[config.mk]
export PLATFORM = sky130hd
export DESIGN_NAME = mips_run_ctrl
export DESIGN_NICKNAME = d
export VERILOG_FILES = /design/src/rtl/mips_run_ctrl.sv
export SDC_FILE = /design/constraint.sdc
export NUM_CORES = 1
export LEC_CHECK = 0
export CAP_MARGIN = 10
export CORE_MARGIN = 5
export CORE_UTILIZATION = 40
export DETAILED_ROUTE_END_ITERATION = 8
export PLACE_DENSITY = 0.64
export SYNTH_ARGS = -nofsm -noshare
export SYNTH_HDL_FRONTEND = slang
export SYNTH_SLANG_ARGS = --single-unit
[constraint.sdc]
create_clock -name clk -period 2.2 [get_ports clk]
set_input_delay 0.22 -clock clk [delete_from_list [all_inputs] [get_ports clk]]
set_output_delay 0.22 -clock clk [all_outputs]
set_load 0.005 [all_outputs]
[src/rtl/mips_run_ctrl.sv]
// Run controller for a pipelined MIPS core: sequences CPU reset, enables execution,
// and stops the run on halt, PC stall or cycle budget while counting cycles and retirements.
module mips_run_ctrl #(
  parameter int unsigned RESET_CYCLES = 1,
  parameter int unsigned MAX_CYCLES   = 350,
  parameter int unsigned STALL_LIMIT  = 16,
  parameter logic [31:0] HALT_PC      = 32'hFFFF_FFFC,
  parameter bit          HALT_PC_EN   = 1'b1,
  parameter bit          AUTO_START   = 1'b1,
  parameter int unsigned CW           = 32
) (
  input  logic          clk,
  input  logic          res,
  input  logic          start,
  input  logic          halt_in,
  input  logic [31:0]   pc_in,
  input  logic          retire_valid,
  output logic          cpu_res,
  output logic          run,
  output logic          done,
  output logic [1:0]    stop_cause,
  output logic [CW-1:0] cycle_cnt,
  output logic [CW-1:0] instr_cnt
);

  typedef enum logic [1:0] {IDLE, RST, RUN, DONE} state_t;

  localparam logic [CW-1:0] CNT_MAX    = '1;
  localparam logic [7:0]    RST_LAST   = 8'(RESET_CYCLES - 1);
  localparam logic [63:0]   TIME_LAST  = 64'(MAX_CYCLES) - 64'd1;
  localparam logic [31:0]   STALL_LAST = 32'(STALL_LIMIT) - 32'd1;

  state_t        state, state_n;
  logic [7:0]    rst_cnt, rst_cnt_n;
  logic [31:0]   stall_cnt, stall_cnt_n;
  logic [31:0]   prev_pc;
  logic          pc_valid, pc_valid_n;
  logic          cpu_res_n, run_n, done_n;
  logic [1:0]    cause_n;
  logic [CW-1:0] cyc_n, ins_n;
  logic          pc_same, halt_hit, stall_hit, time_hit;

  // pc_valid keeps the first RUN cycle from comparing against a PC seen while the CPU was held in reset.
  always_comb begin
    pc_same   = pc_valid && (pc_in == prev_pc);
    halt_hit  = halt_in || (HALT_PC_EN && (pc_in == HALT_PC));
    stall_hit = (STALL_LIMIT != 0) && pc_same && (stall_cnt == STALL_LAST);
    time_hit  = (MAX_CYCLES != 0) && (64'(cycle_cnt) == TIME_LAST);
  end

  always_comb begin
    state_n     = state;
    rst_cnt_n   = rst_cnt;
    stall_cnt_n = stall_cnt;
    pc_valid_n  = pc_valid;
    cause_n     = stop_cause;
    cyc_n       = cycle_cnt;
    ins_n       = instr_cnt;
    case (state)
      IDLE: if (start || AUTO_START) state_n = RST;
      RST: begin
        if (rst_cnt == RST_LAST) state_n = RUN;
        else rst_cnt_n = rst_cnt + 8'd1;
      end
      RUN: begin
        if (cycle_cnt != CNT_MAX) cyc_n = cycle_cnt + CW'(1);
        if (retire_valid && (instr_cnt != CNT_MAX)) ins_n = instr_cnt + CW'(1);
        pc_valid_n = 1'b1;
        if (!pc_same) stall_cnt_n = '0;
        else if (stall_cnt != 32'hFFFF_FFFF) stall_cnt_n = stall_cnt + 32'd1;
        if (halt_hit) begin
          state_n = DONE;
          cause_n = 2'd1;
        end else if (stall_hit) begin
          state_n = DONE;
          cause_n = 2'd3;
        end else if (time_hit) begin
          state_n = DONE;
          cause_n = 2'd2;
        end
      end
      DONE: if (start) state_n = RST;
      default: state_n = IDLE;
    endcase
    // Every fresh entry into RST starts a clean run.
    if ((state_n == RST) && (state != RST)) begin
      rst_cnt_n   = '0;
      stall_cnt_n = '0;
      pc_valid_n  = 1'b0;
      cause_n     = 2'd0;
      cyc_n       = '0;
      ins_n       = '0;
    end
    cpu_res_n = (state_n == IDLE) || (state_n == RST);
    run_n     = (state_n == RUN);
    done_n    = (state_n == DONE);
  end

  always_ff @(posedge clk) begin
    if (res) begin
      state      <= IDLE;
      rst_cnt    <= '0;
      stall_cnt  <= '0;
      pc_valid   <= 1'b0;
      prev_pc    <= '0;
      cpu_res    <= 1'b1;
      run        <= 1'b0;
      done       <= 1'b0;
      stop_cause <= 2'd0;
      cycle_cnt  <= '0;
      instr_cnt  <= '0;
    end else begin
      state      <= state_n;
      rst_cnt    <= rst_cnt_n;
      stall_cnt  <= stall_cnt_n;
      pc_valid   <= pc_valid_n;
      prev_pc    <= pc_in;
      cpu_res    <= cpu_res_n;
      run        <= run_n;
      done       <= done_n;
      stop_cause <= cause_n;
      cycle_cnt  <= cyc_n;
      instr_cnt  <= ins_n;
    end
  end

endmodule

Word-level counts from Yosys, hierarchy flattened
Index checks and enable logic that the tools add are counted.
{"block": "word_totals", "rom_bits": 0, "output_inout_bits": 69, "mem_count": 0, "latchBits": 0, "register_bits": 144, "ram_bits": 0, "wordCells": 58, "input_bits": 37}
{"block": "classes", "n_shift": 0, "n_lt_le_gt_ge": 0, "n_reduce_logical": 16, "div": 0, "muxes": 11, "n_eq_ne": 15, "bitwise": 1, "n_addsub": 4, "mul": 0}
{"op": "32-bit by 1-bit adder with 32-bit output (second input constant)", "count": 3}
{"op": "32-bit inequality test (second input constant)", "count": 3}
{"op": "32-bit two-way mux", "count": 2}
{"op": "32-bit equality test", "count": 1}
{"op": "32-bit equality test (second input constant)", "count": 1}
{"op": "32-bit by 4-bit equality test with 1-bit output (second input constant)", "count": 1}
{"op": "32-bit by 9-bit equality test with 1-bit output (second input constant)", "count": 1}
{"op": "2-bit two-way mux", "count": 8}
{"op": "2-bit AND reduction", "count": 5}
{"op": "8-bit by 1-bit adder with 8-bit output (second input constant)", "count": 1}
{"op": "2-bit equality test (second input constant)", "count": 4}
{"op": "8-bit zero test", "count": 1}
{"op": "2-bit one-hot mux with 4 select lines", "count": 1}
{"op": "2-bit by 1-bit equality test with 1-bit output (second input constant)", "count": 2}
{"op": "1-bit logical AND", "count": 4}
{"op": "2-bit zero test", "count": 2}
{"op": "2-bit by 1-bit inequality test with 1-bit output (second input constant)", "count": 2}
{"op": "3-bit nonzero test", "count": 1}
{"op": "1-bit logical OR", "count": 2}
{"op": "2-bit OR reduction", "count": 1}
{"op": "1-bit NOT", "count": 1}

Longest topological paths before layout
Gate-level depths: netlist of the first run.
{"block": "depth", "word_depth": 9, "depth_mapped": 10, "mapped_depth_nobuf": 8}

Worst setup path after synthesis of the first run
Ideal clock, no wire load.
{"block": "synth_path", "kind": "register to register", "start": "reg stall_cnt[0]", "end": "reg stall_cnt[26]", "arrival_time_ps": 1998, "setup_ps": 71, "path_stages_with_launch": 10, "required_ps": 2129, "setup_slack_ps": 131, "cell_sequence": "dfxtp_1 > ha_1 > and3_1 > and4_4 > buf_6 > nor4bb_4 > buf_6 > buf_6 > or4_1 > a21oi_1"}
{"block": "synth_between", "elab_chain_cells": 8}
{"element": "from (decl)", "line_no": "35", "text": "logic [31:0] stall_cnt, stall_cnt_n;"}
{"element": "from (signal assigned)", "line_no": "115", "text": "stall_cnt <= stall_cnt_n;"}
{"element": "32-bit by 4-bit equality test with 1-bit output", "line_no": "47", "text": "stall_hit = (STALL_LIMIT != 0) && pc_same && (stall_cnt == STALL_LAST);"}
{"element": "1-bit logical AND", "line_no": "47"}
{"element": "2-bit two-way mux", "line_no": "74", "text": "end else if (stall_hit) begin"}
{"element": "2-bit two-way mux", "line_no": "71", "text": "if (halt_hit) begin"}
{"element": "2-bit one-hot mux with 4 select lines", "line_no": "59", "text": "case (state)"}
{"element": "2-bit by 1-bit equality test with 1-bit output", "line_no": "86", "text": "if ((state_n == RST) && (state != RST)) begin"}
{"element": "1-bit logical AND", "line_no": "86"}
{"element": "2-bit OR reduction (no source line)"}
Several ways; a longest one is shown, not always the timed one. The select of a mux whose other input is x is not followed.
A chain may end at the register's enable or synchronous reset.

Worst setup path after layout of the first run
{"block": "layout_path", "start": "reg cycle_cnt[8]", "end": "reg cycle_cnt[28]"}
{"block": "layout_between", "elab_chain_cells": 8}
{"element": "from (decl)", "line_no": "22", "text": "output logic [CW-1:0] cycle_cnt,"}
{"element": "from (signal assigned)", "line_no": "122", "text": "cycle_cnt <= cyc_n;"}
{"element": "32-bit by 9-bit equality test with 1-bit output", "line_no": "48", "text": "time_hit = (MAX_CYCLES != 0) && (64'(cycle_cnt) == TIME_LAST);"}
{"element": "2-bit two-way mux", "line_no": "77", "text": "end else if (time_hit) begin"}
{"element": "2-bit two-way mux", "line_no": "74"}
{"element": "2-bit two-way mux", "line_no": "71"}
{"element": "2-bit one-hot mux with 4 select lines", "line_no": "59"}
{"element": "2-bit by 1-bit equality test with 1-bit output", "line_no": "86"}
{"element": "1-bit logical AND", "line_no": "86"}
{"element": "2-bit OR reduction (no source line)"}
Several ways; a longest one is shown, not always the timed one.

==> flow_summary.yaml, run 1 <==
routing:
  drt-pass1-iter-count: 7
  vias_per_cell: 5.28
  wire_per_inst_um: 15.0
  num_vias: 6460
  antenna_left: 0
  drc: 0
  drtIter0Drc: 376
  wl_um: 18300
power:
  ir_drop_v: 0.000592
  powerDensity_nw_per_um2: 625
  power_frac_seq: 0.451
  pwr-share-comb: 0.078
  switching_share: 0.226
  p_int_mw: 4.60
  power_mw: 5.95
  switchingPower_mw: 1.35
  leakagePower_nw: 3.28
  pwr-share-clk: 0.471
worst_setup_path:
  arrival_ps: 2460
  crit_start: "cycle_cnt[8]$_SDFFE_PP0P_"
  r2r_slack_ps: 40
  rr_startpoint: "cycle_cnt[8]$_SDFFE_PP0P_"
  crit_fanout: 6
  required_ps: 2500
  cp-start-kind: "flop"
  critical_path_class: "reg -> reg"
  crit_path_end_kind: "flop"
synthesis:
  synth_area_leaders: "dfxtp_1 (42%), xnor2_1 (7.1%), xor2_1 (4.7%), nor2_1 (4.5%), nand4_1 (3.9%)"
  synthFlopType: "dfxtp_1"
  postSynth.asyncResetShare: 0
  syn_nets: 837
  netlist_area_um2: 6860
  synth_top_area_frac: 0.420
  yosysWarningCount: 0
  synth-seq-area-share: 0.420
  synth_cells: 794
  ys_ff_latch: 144
  synth_edf_count: 0
  netlist.top_cell.by_area: "dfxtp_1"
  synth.avg_cell_area_um2: 8.64
  yosys.cell_types.count: 49
global_route:
  antenna_found_initial: 0
  grt_use_total: 0.179
  grt_pass1_vias: 6000
  grt_max_degree: 54
  gr-total-overflow: 0
  grt_pass1_wl_um: 29400
clock_tree:
  htreeDepth: 4
  cts_tree: "done"
  cts.sinks: 144
  cts_buffers: 17
  cts_root_buf: "clkbuf_16"
  path_clk_slew_ps: 60
  cts_buffer_depth: 2
  clock_latency_ps: 420
  cts_hold_buf: 0
finish:
  num_antenna_cells: 0
  drive_gt1_frac: 0.161
  final_area_um2: 9520
  fin_nets: 1034
  layout_commonest_cell: "dfxtp_1"
  final_util: 0.570
  layout_common_cells: "dfxtp_1 (138), clkdlybuf4s50_1 (105), buf_4 (100)"
  syn_to_final_growth_pct: 38.7
hold_path:
  hold_class: "in -> reg"
  hold_start: "pc_in[27]"
sta:
  final.setup.tns_ps: 0
  slew_violations: 0
  timing.final.crit_share: 0.980
  maxSlewHeadroom: 0.568
  fmax_mhz: 464
  min_period_ps: 2160
  hold_violations: 0
  fin_worst_skew_ps: 7.41
  max_slew.worst_pin.slew_ps: 648
  setup_viol: 0
run_status:
  status: "finished clean"
placed_design:
  gp_congestion: 0.882
  hpwl_um: 13400
  port_buffers: 105
  placed_area_um2: 8840
die:
  dieArea_um2: 19900
  core_um2: 16700
  start_util: 0.411
  io_pins: 106
  die_w_um: 141
  dieHeight_um: 141
  fp-row-count: 47
run:
  maxCapViolCount: 0
-- cells by family (layout without fill, tap and decap cells) --
kind of cell | count (synthesis) | in the layout | share of synthesized area
flops | 144 | 144 | 0.420
buf+inv | 44 | 253 | 0.0295
compound gates | 93 | 93 | 0.0802
fa+ha+maj | 6 | 6 | 0.0109
simple gates | 413 | 413 | 0.339
xor+xnor | 93 | 93 | 0.119
mux | 1 | 1 | 0.00146
-- synth_stat cells, types with 2 or more instances --
cell and instances:
a211oi_1 2, a21oi_1 39, a311oi_1 2, a31oi_1 4, and2_1 9, and3_1 19
and4_1 19, buf_2 3, buf_6 4, clkbuf_1 23, dfxtp_1 144, ha_1 6
inv_1 13, nand2_1 56, nand2b_1 2, nand3_1 35, nand3b_1 2, nand4_1 43
nand4b_1 3, nor2_1 83, nor2b_1 36, nor3_1 19, nor3b_1 5, nor4_1 28
nor4b_1 9, o21ai_0 20, o31ai_1 18, or3_1 16, or4_1 21, xnor2_1 56
xor2_1 37
-- registers in the layout, summed over array words and instances (netlist names) --
name / count
state: 2
pc_valid: 1
cpu_res: 1
run: 1
cycle_cnt: 32
done: 1
prev_pc: 32
stop_cause: 2
stall_cnt: 32
instr_cnt: 32
rst_cnt: 8
-- layer usage --
layer / GRT usage / vias up / part of all wire
met4: 0.0643 / 0 / 0.014
met5: 0 / - / 0
met3: 0.0444 / 20 / 0.065
li1: - / 3269 / -
met1: 0.240 / 2993 / 0.46
met2: 0.281 / 178 / 0.46
-- timing repair --
item / in CTS / in global routing
setup buffers: 0 / 1
resized for setup: 0 / 23
endpoints found under the setup margin: 0 / 36
-- power groups by stage --
| stage | clock network, mW | logic, mW | registers, mW |
|---|---|---|---|
| 2_1_floorplan | 0 | 0.208 | 2.73 |
| 3_3_place_gp | 0 | 0.463 | 2.74 |
| 3_5_place_dp | 0 | 0.466 | 2.74 |
| 4_1_cts | 2.86 | 0.469 | 2.68 |
| 5_1_grt | 2.98 | 0.508 | 2.68 |
| 6_report | 2.80 | 0.467 | 2.68 |
-- worst max-delay path: stages, from the launching register on --
cell and delay, ps:
dfxtp_1 330, and4_1 310, nand4_1 210, or4_1 610, nor4b_1 360, xnor2_1 160, nor2_1 50
-- layout make-up --
cell class              instances  area [µm²]
clock buffers                  21         460
well taps                     220         275
repair buffers                209        1890
clock inverters                10         111
inverters                      13        48.8
multi-input cells             606        3850
fillers                      1569        7180
flip-flops and latches        144        2890
-- path summary, 6_finish.rpt --
path	cells past startpoint	end
worst min register to register	2	stop_cause[1]$_SDFFE_PP0P_
worst min-delay path	2	prev_pc[27]$_SDFF_PP0_
worst max register to register	6	cycle_cnt[28]$_SDFFE_PP0P_
worst max-delay path	6	cycle_cnt[28]$_SDFFE_PP0P_
-- per-stage QoR --
| step | cells | setup slack (ps) | hold slack (ps) |
|---|---|---|---|
| 4_1_cts | 1221 | 77.5 | 414 |
| 3_5_place_dp | 1190 | -245 | 472 |
| 6_report | 1223 | 44.4 | 434 |
| 2_1_floorplan | 794 | 131 | 348 |
| 3_3_place_gp | 1190 | -208 | 474 |
| 5_1_grt | 1223 | -84.4 | 451 |
No activity file was read; power rests on OpenSTA's default activity.
==> run 2: changes to the inputs <==
--- a/config.mk
+++ b/config.mk
@@ -6,7 +6,7 @@
 export NUM_CORES = 1
 export LEC_CHECK = 0
 export CAP_MARGIN = 10
-export CORE_MARGIN = 5
+export CORE_MARGIN = 2
 export CORE_UTILIZATION = 40
 export DETAILED_ROUTE_END_ITERATION = 8
 export PLACE_DENSITY = 0.64
==> run 2 against run 1 <==
Die area down 8.3%. Combinational power down 3%. Worst setup slack better by 27 ps. Critical path type unchanged. Critical endpoint is now cycle_cnt[30]$_SDFFE_PP0P_. Worst hold slack better by 10 ps. Clock power down 8.2%. First-iteration DRC count down 6.6%. Total power down 4.0%. Maximum frequency up 1.3%.
==> flow_summary.yaml, run 2 (synthesis gave the netlist of run 1 again) <==
placed_design:
  gp_congestion: 0.853
  placed_area_um2: 8770
  hpwl_um: 13000
  port_buffers: 105
finish:
  drive_gt1_frac: 0.143
  layout_common_cells: "dfxtp_1 (140), clkdlybuf4s50_1 (105), buf_4 (89)"
  num_antenna_cells: 0
  fin_nets: 1022
  fill_cells: 1573
  syn_to_final_growth_pct: 36.5
  final_area_um2: 9370
  layout_commonest_cell: "dfxtp_1"
  final_util: 0.561
routing:
  num_vias: 6406
  topRoutingLayerUsed: "met4"
  met1Wirelength_um: 8330
  wire_per_inst_um: 14.4
  dr_wl_met2_um: 7880
  antenna_left: 0
  wl_um: 17400
  vias_per_cell: 5.29
  drtIter0Drc: 351
  drt-pass1-iter-count: 4
  drc: 0
  met3RoutedLength_um: 947
sta:
  setup_viol: 0
  fmax_mhz: 470
  whs_ps: 444
  maxSlewHeadroom: 0.567
  hold_violations: 0
  timing.final.crit_share: 0.968
  max_slew.worst_pin.slew_ps: 649
  min_period_ps: 2130
  slew_violations: 0
  final.setup.tns_ps: 0
  fin_worst_skew_ps: 12.0
  rsz0062_at_grt: "yes"
run:
  maxCapViolCount: 0
power:
  switching_share: 0.230
  ir_drop_v: 0.000629
  pwr-share-clk: 0.451
  switchingPower_mw: 1.31
  pwr-share-comb: 0.080
  leakagePower_nw: 3.21
  power_frac_seq: 0.470
  p_int_mw: 4.39
  powerDensity_nw_per_um2: 609
  power_mw: 5.71
die:
  dieArea_um2: 18200
  start_util: 0.411
  die_w_um: 135
  io_pins: 106
  dieHeight_um: 135
  core_um2: 16700
  fp-row-count: 47
worst_setup_path:
  cp_slowest_cell: "or4_1"
  cp-start-kind: "flop"
  critical_path_class: "reg -> reg"
  cpPeakStageDelay_ps: 580
  crit_fanout: 6
  crit_buf_inv: 0
  worstPathCellList: "and4_1, nand4_1, or4_1, nor4b_1, xnor2_1, nor2_1"
  arrival_ps: 2430
  crit_path_end_kind: "flop"
  crit_family: "simple AND/OR/NAND/NOR gates"
  required_ps: 2510
clock_tree:
  cts_tree: "done"
  cts_resized: 0
  cts_buffer_depth: 2
  path_clk_slew_ps: 60
  cts_setup_buffers: 0
  cts.sinks: 144
  cts_root_buf: "clkbuf_16"
  htreeDepth: 4
  cts_hold_buf: 0
  clock_latency_ps: 420
  cts_buffers: 17
run_status:
  status: "finished clean"
global_route:
  grt_max_degree: 41
  antenna_found_initial: 0
  grt_use_total: 0.198
  grt_pass1_wl_um: 29000
  gr-total-overflow: 0
  grt_pass1_vias: 6067
hold_path:
  hold_class: "in -> reg"
-- run 2: cell count changes in the layout (fill, tap and decap cells not counted), moves of 3 or more --
cell        delta
buf_4         -11
xnor2_1        -3
clkbuf_1       +3
xnor2_2        +3
clkinvlp_4     -3
-- run 2: power groups by stage --
stage	Sequential, mW	Clock [mW]	Combinational, mW
2_1_floorplan	2.73	0	0.208
3_3_place_gp	2.74	0	0.448
3_5_place_dp	2.73	0	0.451
4_1_cts	2.68	2.63	0.452
5_1_grt	2.68	2.74	0.500
6_report	2.68	2.57	0.455
-- run 2: layout make-up --
class	instances	area, µm²	area share
multi-input combinational	606	3860	0.412
sequential	144	2890	0.308
timing repair buffer	197	1780	0.190
inverter	13	48.8	0.00521
clock buffer	25	485	0.0518
tap	220	275	0.0294
clock inverter	6	33.8	0.00361
-- run 2: final timing paths --
| check | startpoint | to | slack, ps | cells after the start |
|---|---|---|---|---|
| worst min register to register | stall_cnt[6]$_SDFFE_PP0P_ | stall_cnt[6]$_SDFFE_PP0P_ | 490 | 2 |
| worst max register to register | cycle_cnt[9]$_SDFFE_PP0P_ | cycle_cnt[30]$_SDFFE_PP0P_ | 70 | 6 |
| worst min-delay path | pc_in[18] | prev_pc[18]$_SDFF_PP0_ | 440 | 2 |
| worst max-delay path | cycle_cnt[9]$_SDFFE_PP0P_ | cycle_cnt[30]$_SDFFE_PP0P_ | 70 | 6 |
-- run 2: metrics by stage --
step                      cells  setup slack, ps
final                      1211             71.4
after global routing       1211            -46.0
after CTS                  1211             54.7
after detailed placement   1180             -296
after global placement     1180             -270
after floorplan             794              131
-- run 2: layer usage --
metal | vias to the layer above | global-route usage
li1 | 3254 | -
met1 | 2979 | 0.265
met2 | 154 | 0.310
met3 | 19 | 0.0454
met4 | 0 | 0.0775
met5 | - | 0
